### src/rtl/pulse_gen_pkg.sv
// rtl/pulse_gen_pkg.sv - shared types and reset constants for the pulse generator
// Purpose: channel FSM state encoding and the default (post-reset) configuration.
// Ports: none (package).
package pulse_gen_pkg;

  typedef enum logic [0:0] {
    IDLE = 1'b0,
    RUN  = 1'b1
  } ch_state_e;

  localparam int DEF_PERIOD = 1;
  localparam int DEF_WIDTH  = 0;

endpackage

### src/rtl/pulse_gen_ch.sv
// rtl/pulse_gen_ch.sv - one independent pulse channel (IDLE/RUN FSM, counter, shadowed config)
// Purpose: generates a registered pulse train of programmable period/width, continuous or oneshot.
// Ports:
//   clk, rst          clock, synchronous active-high reset
//   cfg_we_i          config write for this channel (already decoded)
//   cfg_period_i      period in clk cycles (0 = invalid)
//   cfg_width_i       high time in clk cycles
//   cfg_oneshot_i     1 = stop after one period
//   start_i, stop_i   start / stop requests (stop wins)
//   out_o             registered pulse output
//   busy_o            channel is in RUN
//   done_o            one-cycle pulse when a oneshot finishes (only with PULSE_GEN_MC_DONE_EN)
module pulse_gen_ch
  import pulse_gen_pkg::*;
#(
  parameter int CNT_W = 16
) (
  input  logic             clk,
  input  logic             rst,
  input  logic             cfg_we_i,
  input  logic [CNT_W-1:0] cfg_period_i,
  input  logic [CNT_W-1:0] cfg_width_i,
  input  logic             cfg_oneshot_i,
  input  logic             start_i,
  input  logic             stop_i,
  output logic             out_o,
  output logic             busy_o
`ifdef PULSE_GEN_MC_DONE_EN
  ,
  output logic             done_o
`endif
);

  localparam logic [CNT_W-1:0] ONE = CNT_W'(1);

  ch_state_e        state_q, state_d;
  logic [CNT_W-1:0] cnt_q, cnt_d;
  logic [CNT_W-1:0] per_q, per_d, wid_q, wid_d;
  logic             one_q, one_d;
  logic [CNT_W-1:0] sh_per_q, sh_per_d, sh_wid_q, sh_wid_d;
  logic             sh_one_q, sh_one_d;
  logic             out_q, out_d;
  logic             wrap;
`ifdef PULSE_GEN_MC_DONE_EN
  logic             done_q, done_d;
`endif

  assign wrap = (cnt_q == per_q - ONE);

  always_comb begin
    sh_per_d = cfg_we_i ? cfg_period_i  : sh_per_q;
    sh_wid_d = cfg_we_i ? cfg_width_i   : sh_wid_q;
    sh_one_d = cfg_we_i ? cfg_oneshot_i : sh_one_q;
    state_d  = state_q;
    cnt_d    = cnt_q;
    per_d    = per_q;
    wid_d    = wid_q;
    one_d    = one_q;
`ifdef PULSE_GEN_MC_DONE_EN
    done_d   = 1'b0;
`endif
    case (state_q)
      IDLE: begin
        cnt_d = '0;
        if (start_i && !stop_i && (per_q != '0)) begin
          // Start uses the config that was active this cycle; a write in the
          // same cycle stays in the shadow until the first wrap.
          state_d = RUN;
        end else begin
          // Idle channels follow the shadow immediately.
          per_d = sh_per_d;
          wid_d = sh_wid_d;
          one_d = sh_one_d;
        end
      end
      default: begin
        if (stop_i) begin
          state_d = IDLE;
          cnt_d   = '0;
        end else if (wrap) begin
          // Period boundary: the only point a running channel takes new config,
          // so a period in flight is never altered.
          cnt_d = '0;
          per_d = sh_per_d;
          wid_d = sh_wid_d;
          one_d = sh_one_d;
          if (one_q) begin
            state_d = IDLE;
`ifdef PULSE_GEN_MC_DONE_EN
            done_d  = 1'b1;
`endif
          end else if (sh_per_d == '0) begin
            // A zero period reloaded while running is as invalid as at start.
            state_d = IDLE;
          end
        end else begin
          cnt_d = cnt_q + ONE;
        end
      end
    endcase
    out_d = (state_d == RUN) && (cnt_d < wid_d);
  end

  always_ff @(posedge clk) begin
    if (rst) begin
      state_q  <= IDLE;
      cnt_q    <= '0;
      per_q    <= CNT_W'(DEF_PERIOD);
      wid_q    <= CNT_W'(DEF_WIDTH);
      one_q    <= 1'b0;
      sh_per_q <= CNT_W'(DEF_PERIOD);
      sh_wid_q <= CNT_W'(DEF_WIDTH);
      sh_one_q <= 1'b0;
      out_q    <= 1'b0;
`ifdef PULSE_GEN_MC_DONE_EN
      done_q   <= 1'b0;
`endif
    end else begin
      state_q  <= state_d;
      cnt_q    <= cnt_d;
      per_q    <= per_d;
      wid_q    <= wid_d;
      one_q    <= one_d;
      sh_per_q <= sh_per_d;
      sh_wid_q <= sh_wid_d;
      sh_one_q <= sh_one_d;
      out_q    <= out_d;
`ifdef PULSE_GEN_MC_DONE_EN
      done_q   <= done_d;
`endif
    end
  end

  assign out_o  = out_q;
  assign busy_o = (state_q == RUN);
`ifdef PULSE_GEN_MC_DONE_EN
  assign done_o = done_q;
`endif

endmodule

### src/rtl/pulse_gen_mc.sv
// rtl/pulse_gen_mc.sv - multi-channel pulse generator top (config decode + channel array)
// Purpose: NUM_CH independent pulse channels sharing one config write port.
// Optional feature macro: PULSE_GEN_MC_DONE_EN adds the per-channel done output.
// Ports:
//   clk, rst                              clock, synchronous active-high reset
//   cfg_we, cfg_ch                        config write strobe and target channel
//   cfg_period, cfg_width, cfg_oneshot    config write data
//   start, stop                           per-channel requests
//   out                                   registered pulse outputs
//   busy                                  per-channel RUN indication
//   done                                  oneshot completion pulses (PULSE_GEN_MC_DONE_EN only)
module pulse_gen_mc #(
  parameter  int NUM_CH = 4,
  parameter  int CNT_W  = 16,
  localparam int CH_W   = (NUM_CH > 1) ? $clog2(NUM_CH) : 1
) (
  input  logic              clk,
  input  logic              rst,
  input  logic              cfg_we,
  input  logic [CH_W-1:0]   cfg_ch,
  input  logic [CNT_W-1:0]  cfg_period,
  input  logic [CNT_W-1:0]  cfg_width,
  input  logic              cfg_oneshot,
  input  logic [NUM_CH-1:0] start,
  input  logic [NUM_CH-1:0] stop,
  output logic [NUM_CH-1:0] out,
  output logic [NUM_CH-1:0] busy
`ifdef PULSE_GEN_MC_DONE_EN
  ,
  output logic [NUM_CH-1:0] done
`endif
);

  for (genvar g = 0; g < NUM_CH; g++) begin : g_ch
    // Exact index match: out-of-range cfg_ch values select no channel.
    logic ch_we;
    assign ch_we = cfg_we && (cfg_ch == CH_W'(g));

    pulse_gen_ch #(
      .CNT_W(CNT_W)
    ) u_ch (
      .clk          (clk),
      .rst          (rst),
      .cfg_we_i     (ch_we),
      .cfg_period_i (cfg_period),
      .cfg_width_i  (cfg_width),
      .cfg_oneshot_i(cfg_oneshot),
      .start_i      (start[g]),
      .stop_i       (stop[g]),
      .out_o        (out[g]),
      .busy_o       (busy[g])
`ifdef PULSE_GEN_MC_DONE_EN
      ,
      .done_o       (done[g])
`endif
    );
  end

endmodule

### config.mk
export PLATFORM = sky130hd
export DESIGN_NAME = pulse_gen_mc
export DESIGN_NICKNAME = d
export VERILOG_FILES = /design/src/rtl/pulse_gen_pkg.sv /design/src/rtl/pulse_gen_ch.sv /design/src/rtl/pulse_gen_mc.sv
export SDC_FILE = /design/constraint.sdc
export NUM_CORES = 1
export LEC_CHECK = 0
export CORE_MARGIN = 2
export CORE_UTILIZATION = 28
export DETAILED_ROUTE_END_ITERATION = 8
export PLACE_DENSITY_LB_ADDON = 0.05
export SYNTH_ARGS = -nofsm -noshare
export SYNTH_HDL_FRONTEND = slang
export SYNTH_HIERARCHICAL = 1
export SYNTH_SLANG_ARGS = --single-unit
### constraint.sdc
create_clock -name clk -period 7.7 [get_ports clk]
set_clock_uncertainty 0.2 [all_clocks]
set_input_delay 0.77 -clock clk [delete_from_list [all_inputs] [get_ports clk]]
set_output_delay 0.77 -clock clk [all_outputs]
set_load 0.02 [all_outputs]
Word level (Yosys, flattened, before mapping)

Cells that the tools add are included.

Register bits after elaboration: 336
Input port bits: 46
Output and inout port bits: 8

Add/sub/neg operators: 8
$lt $le $gt $ge: 4
Eq/ne operators: 19
Muxes and demuxes: 96
Reduce and logical (&&, ||, !) cells: 33

Operators by type and width:

| cell                    | count |
|---|---|
| $mux W16                | 52 |
| $add A16 B1 Y16 const B | 4 |
| $eq A16 B16 Y1          | 4 |
| $logic_not A16 Y1       | 4 |
| $lt A16 B16 Y1          | 4 |
| $reduce_bool A16 Y1     | 4 |
| $sub A16 B1 Y16 const B | 4 |
| $mux W1                 | 44 |
| $logic_and A1 B1 Y1     | 16 |
| $ne A2 B2 Y1 const B    | 8 |
| $reduce_and A3 Y1       | 4 |
| $ne A2 B1 Y1 const B    | 4 |
| $eq A2 B2 Y1 const B    | 2 |
| $logic_not A1 Y1        | 4 |
| $eq A2 B1 Y1 const B    | 1 |
| $logic_not A2 Y1        | 1 |

Longest topological paths before layout

Depth after elaboration: 10
Mapped depth: 21
Mapped depth without buffers: 18

Modules after synthesis

Netlist, hierarchy kept.

Modules (own cells, without submodules):

| module                          | instances | cells an instance | area each (um2) | sequential area each (um2) |
|---|---|---|---|---|
| pulse_gen_ch (g_ch[0].u_ch ...) | 2         | 463               | 4227.8          | 1681.6 |
| pulse_gen_ch (g_ch[2].u_ch)     | 1         | 522               | 4699.5          | 1681.6 |
| pulse_gen_ch (g_ch[3].u_ch)     | 1         | 465               | 4281.6          | 1681.6 |
| pulse_gen_mc                    | 1         | 4                 | 37.5            | 0.0 |

Worst setup path before layout

OpenSTA, ideal clock, no wires.

Kind: register -> register
Start point: reg g_ch[3].u_ch.per_q[0]
End point: reg g_ch[3].u_ch.out_q
Setup time: 0.084 ns
Arrival: 4.349 ns
Slack: 3.067 ns
Cell stages (with the launch flop): 21
Path through: dfxtp_1 -> inv_1 -> ha_1 -> clkbuf_1 -> xnor2_1 -> o2bb2ai_1 -> a2111o_1 -> a211oi_1 -> o2111ai_2 -> o22ai_4 -> buf_6 -> mux2i_1 -> ha_1 -> a21o_1 -> a21o_1 -> a21oi_1 -> nor2_1 -> or3_1 -> a2111oi_0 -> o21ai_0 -> o31ai_2

Cells in the longest elaborated chain, start to end: 7

Ends and longest elaborated chain:

| item                   | RTL line            | text |
|---|---|---|
| from (decl)            | pulse_gen_ch.sv:38  | `logic [CNT_W-1:0] per_q, per_d, wid_q, wid_d;` |
| from (signal assigned) | pulse_gen_ch.sv:108 | `per_q <= CNT_W'(DEF_PERIOD);` |
| from (signal assigned) | pulse_gen_ch.sv:121 | `per_q <= per_d;` |
| $sub A16 B1 Y16        | pulse_gen_ch.sv:48  | `assign wrap = (cnt_q == per_q - ONE);` |
| $eq A16 B16 Y1         | pulse_gen_ch.sv:48  |  |
| $mux W16               | pulse_gen_ch.sv:80  | `end else if (wrap) begin` |
| $mux W16               | pulse_gen_ch.sv:77  | `if (stop_i) begin` |
| $mux W16               | pulse_gen_ch.sv:62  | `case (state_q)` |
| $lt A16 B16 Y1         | pulse_gen_ch.sv:101 | `out_d = (state_d == RUN) && (cnt_d < wid_d);` |
| $logic_and A1 B1 Y1 *  | pulse_gen_ch.sv:101 |  |
| to (signal assigned)   | pulse_gen_ch.sv:127 | `out_q <= out_d;` |
| to (decl)              | pulse_gen_ch.sv:42  | `logic out_q, out_d;` |

Every way passes the cells marked *; elsewhere a longest branch is shown, timed or not.
A chain may end at the register's enable or synchronous reset.

Worst setup path after layout

Start point: reg g_ch[3].u_ch.per_q[2]
End point: reg g_ch[3].u_ch.out_q

The elaborated chain is that of the path after synthesis.

==> flow_metrics.tcl <==
set metrics [dict create \
    status "finished, final reports clean" \
    synth-edff-count 0 \
    first_global_vias 13600 \
    wl_mm 54.1 \
    antenna_found_initial 9 \
    worstSkewPairLatency_ns 0.57 \
    cp-end-kind "flip-flop" \
    drt-pass1-iter-count 5 \
    min_path_type "flip-flop to flip-flop" \
    nets 2042 \
    die_w_um 254 \
    synth_area_sq_um 17500 \
    min_period_ns 5.42 \
    vias 13700 \
    pwr-share-seq 0.410 \
    grt_overflow_total 0 \
    slew_violations 0 \
    clk_pin_slew_ns 0.06 \
    dieHeight_um 254 \
    synth_ff_type "dfxtp_1" \
    grt_usage 0.169 \
    finalSetupViolCount 0 \
    vias_per_cell 4.90 \
    finalWeightedCongestion 0.790 \
    max-cap-violations 0 \
    ctsResizeCount 0 \
    netlist_top_cells_area "dfxtp_1 (38%), mux2i_1 (6.5%), nor2_1 (6.3%)" \
    post_cts_buffers 0 \
    dpl.hpwl_mm 38.6 \
    synthesis.nets 2034 \
    synth_common_cells "dfxtp_1 (336), nor2_1 (292), mux2i_1 (114)" \
    fin_total_pwr_mw 4.59 \
    intPower_mw 3.27 \
    io_pins 54 \
    synth.avg_cell_area_sq_um 9.12 \
    powerDensity_nw_per_um2 229 \
    port_buffers 53 \
    worstPathMaxFanout 18 \
    synth_top_area_frac 0.385 \
    routedWlPerCell_um 19.4 \
    crit_required_ns 7.98 \
    peakVddDrop_uv 142 \
    combinationalPowerShare 0.168 \
    fillers 6569 \
    clock-sinks 336 \
    synth.distinct_cells 81 \
    rows 91 \
    root_buffer "clkbuf_16" \
    switching_share 0.287 \
    coreArea_sq_um 61700 \
    ys_seq_area_frac 0.385 \
    crit_path_start_kind "flip-flop" \
    crit_type "flip-flop to flip-flop" \
    min_period_over_period 0.704 \
    final-hold-violation-count 0 \
    synth_largest_area_cell "dfxtp_1" \
    drive_above_1_share 0.124 \
    area_growth_pct 14.6 \
    cp.arrival_ns 5.70 \
    grt_max_degree 91 \
    slew_headroom 0.240 \
    async_flop_share 0 \
    rsz0062_at_grt "no" \
    ctsHoldBuffers 0 \
    syn_inst 1917 \
    postRouteAntennaNets 0 \
    p_sw_mw 1.32 \
    cts.htree.levels 2 \
    cts_buffers 43 \
    fmax_mhz 184 \
    ys_seq_elements 336 \
    clockBufferDepth 3 \
    initial_core_util 0.283 \
    dieArea_sq_um 64400 \
    tritoncts "built" \
    drt_iter0_markers 804 \
    drc 0 \
    worstMarginPinSlew_ns 1.14 \
    fin_tns_setup_ns 0 \
    ys_warn_count 6 \
    p_leak_nw 7.44 \
    pwr-share-clk 0.422 \
    grt_pass1_wl_mm 82.6 \
    yosysMostFrequentCell "dfxtp_1" \
]
[worst paths after layout]
check | start | end | slack [ns] | cells past startpoint
setup reg to reg | g_ch[3].u_ch/per_q[2]$_SDFFE_PP0P_ | g_ch[3].u_ch/out_o$_SDFF_PP0_ | 2.28 | 16
hold reg to reg | g_ch[0].u_ch/one_q$_SDFFE_PP0P_ | g_ch[0].u_ch/one_q$_SDFFE_PP0P_ | 0.30 | 2
setup / recovery | g_ch[3].u_ch/per_q[2]$_SDFFE_PP0P_ | g_ch[3].u_ch/out_o$_SDFF_PP0_ | 2.28 | 16
hold / removal | g_ch[0].u_ch/one_q$_SDFFE_PP0P_ | g_ch[0].u_ch/one_q$_SDFFE_PP0P_ | 0.30 | 2
[stage by stage]
stage	setup WS, ns	instance area [sq um]	cells	hold slack, ns	util
floorplan	3.07	17500	1917	0.251	-
global placement	2.28	18700	2717	0.280	0.303
detailed placement	2.27	18700	2717	0.293	0.303
CTS	2.22	20000	2790	0.307	0.324
global route	1.69	20000	2790	0.325	0.324
finish	2.28	20000	2793	0.297	0.324
[metal layers]
layer	track usage	part of all wire	vias to the layer above
met5	0	0	-
met4	0.0543	0.026	0
met3	0.0246	0.045	84
met2	0.272	0.45	237
met1	0.231	0.48	6573
li1	-	-	6785
[area by class of cell]
type | instances | area [sq um] | share of cell area
multi-input combinational | 1440 | 10100 | 0.505
inverter | 33 | 124 | 0.00619
clock inverter | 9 | 73.8 | 0.00369
timing repair buffer | 71 | 669 | 0.0334
antenna | 3 | 7.51 | 0.000375
sequential | 336 | 6730 | 0.336
tap | 837 | 1050 | 0.0523
clock buffer | 64 | 1250 | 0.0627
[cells in the final DEF (no fill, tap or decap), types with 46 or more instances in the layout]
cell type	instances
nor4_1	46
dfxtp_1	336
clkdlybuf4s50_1	52
nand2_1	73
xnor2_1	71
xor2_1	66
a21oi_1	80
nor2_1	292
mux2i_1	114
mux2_2	80
ha_1	71
nor3_1	69
nor2b_1	60
[power by group through the flow]
stage	logic, mW	clock network, mW	registers [mW]
after global placement	0.782	0	1.92
after detailed placement	0.779	0	1.92
after CTS	0.783	2.02	1.88
after floorplan	0.566	0	1.89
after global routing	0.849	2.07	1.89
final	0.769	1.94	1.88
[flip-flops by register name, indices dropped and copies added, names as in the netlist, 64 cells and up]
signal and cells:
g_ch.u_ch/sh_wid_q 64, g_ch.u_ch/cnt_q 64, g_ch.u_ch/per_q 64, g_ch.u_ch/wid_q 64
g_ch.u_ch/sh_per_q 64
[worst max-delay path: stages, from the launching register on]
cell and delay, ns:
dfxtp_1 0.40, nor4_2 0.66, nand4_1 0.14, or3b_1 0.39, a211oi_1 0.38, o2111ai_2 0.21, o22ai_4 0.65, mux2i_1 0.35
ha_1 0.29, a21o_1 0.17, a21o_1 0.18, a21oi_1 0.17, nor2_1 0.07, or3_1 0.34, a2111oi_0 0.37, o21ai_0 0.17
o31ai_2 0.19
[kinds of logic (layout without fill, tap and decap cells)]
logic type	Yosys count	count (layout)	synth area share
buf+inv	141	177	0.0377
fa+ha+maj	71	71	0.0508
flops	336	336	0.385
xor+xnor	137	137	0.0687
simple gates	793	793	0.235
other cells	0	3	0
compound gates	243	243	0.104
mux	196	196	0.118
(Power assumes the default switching activity.)
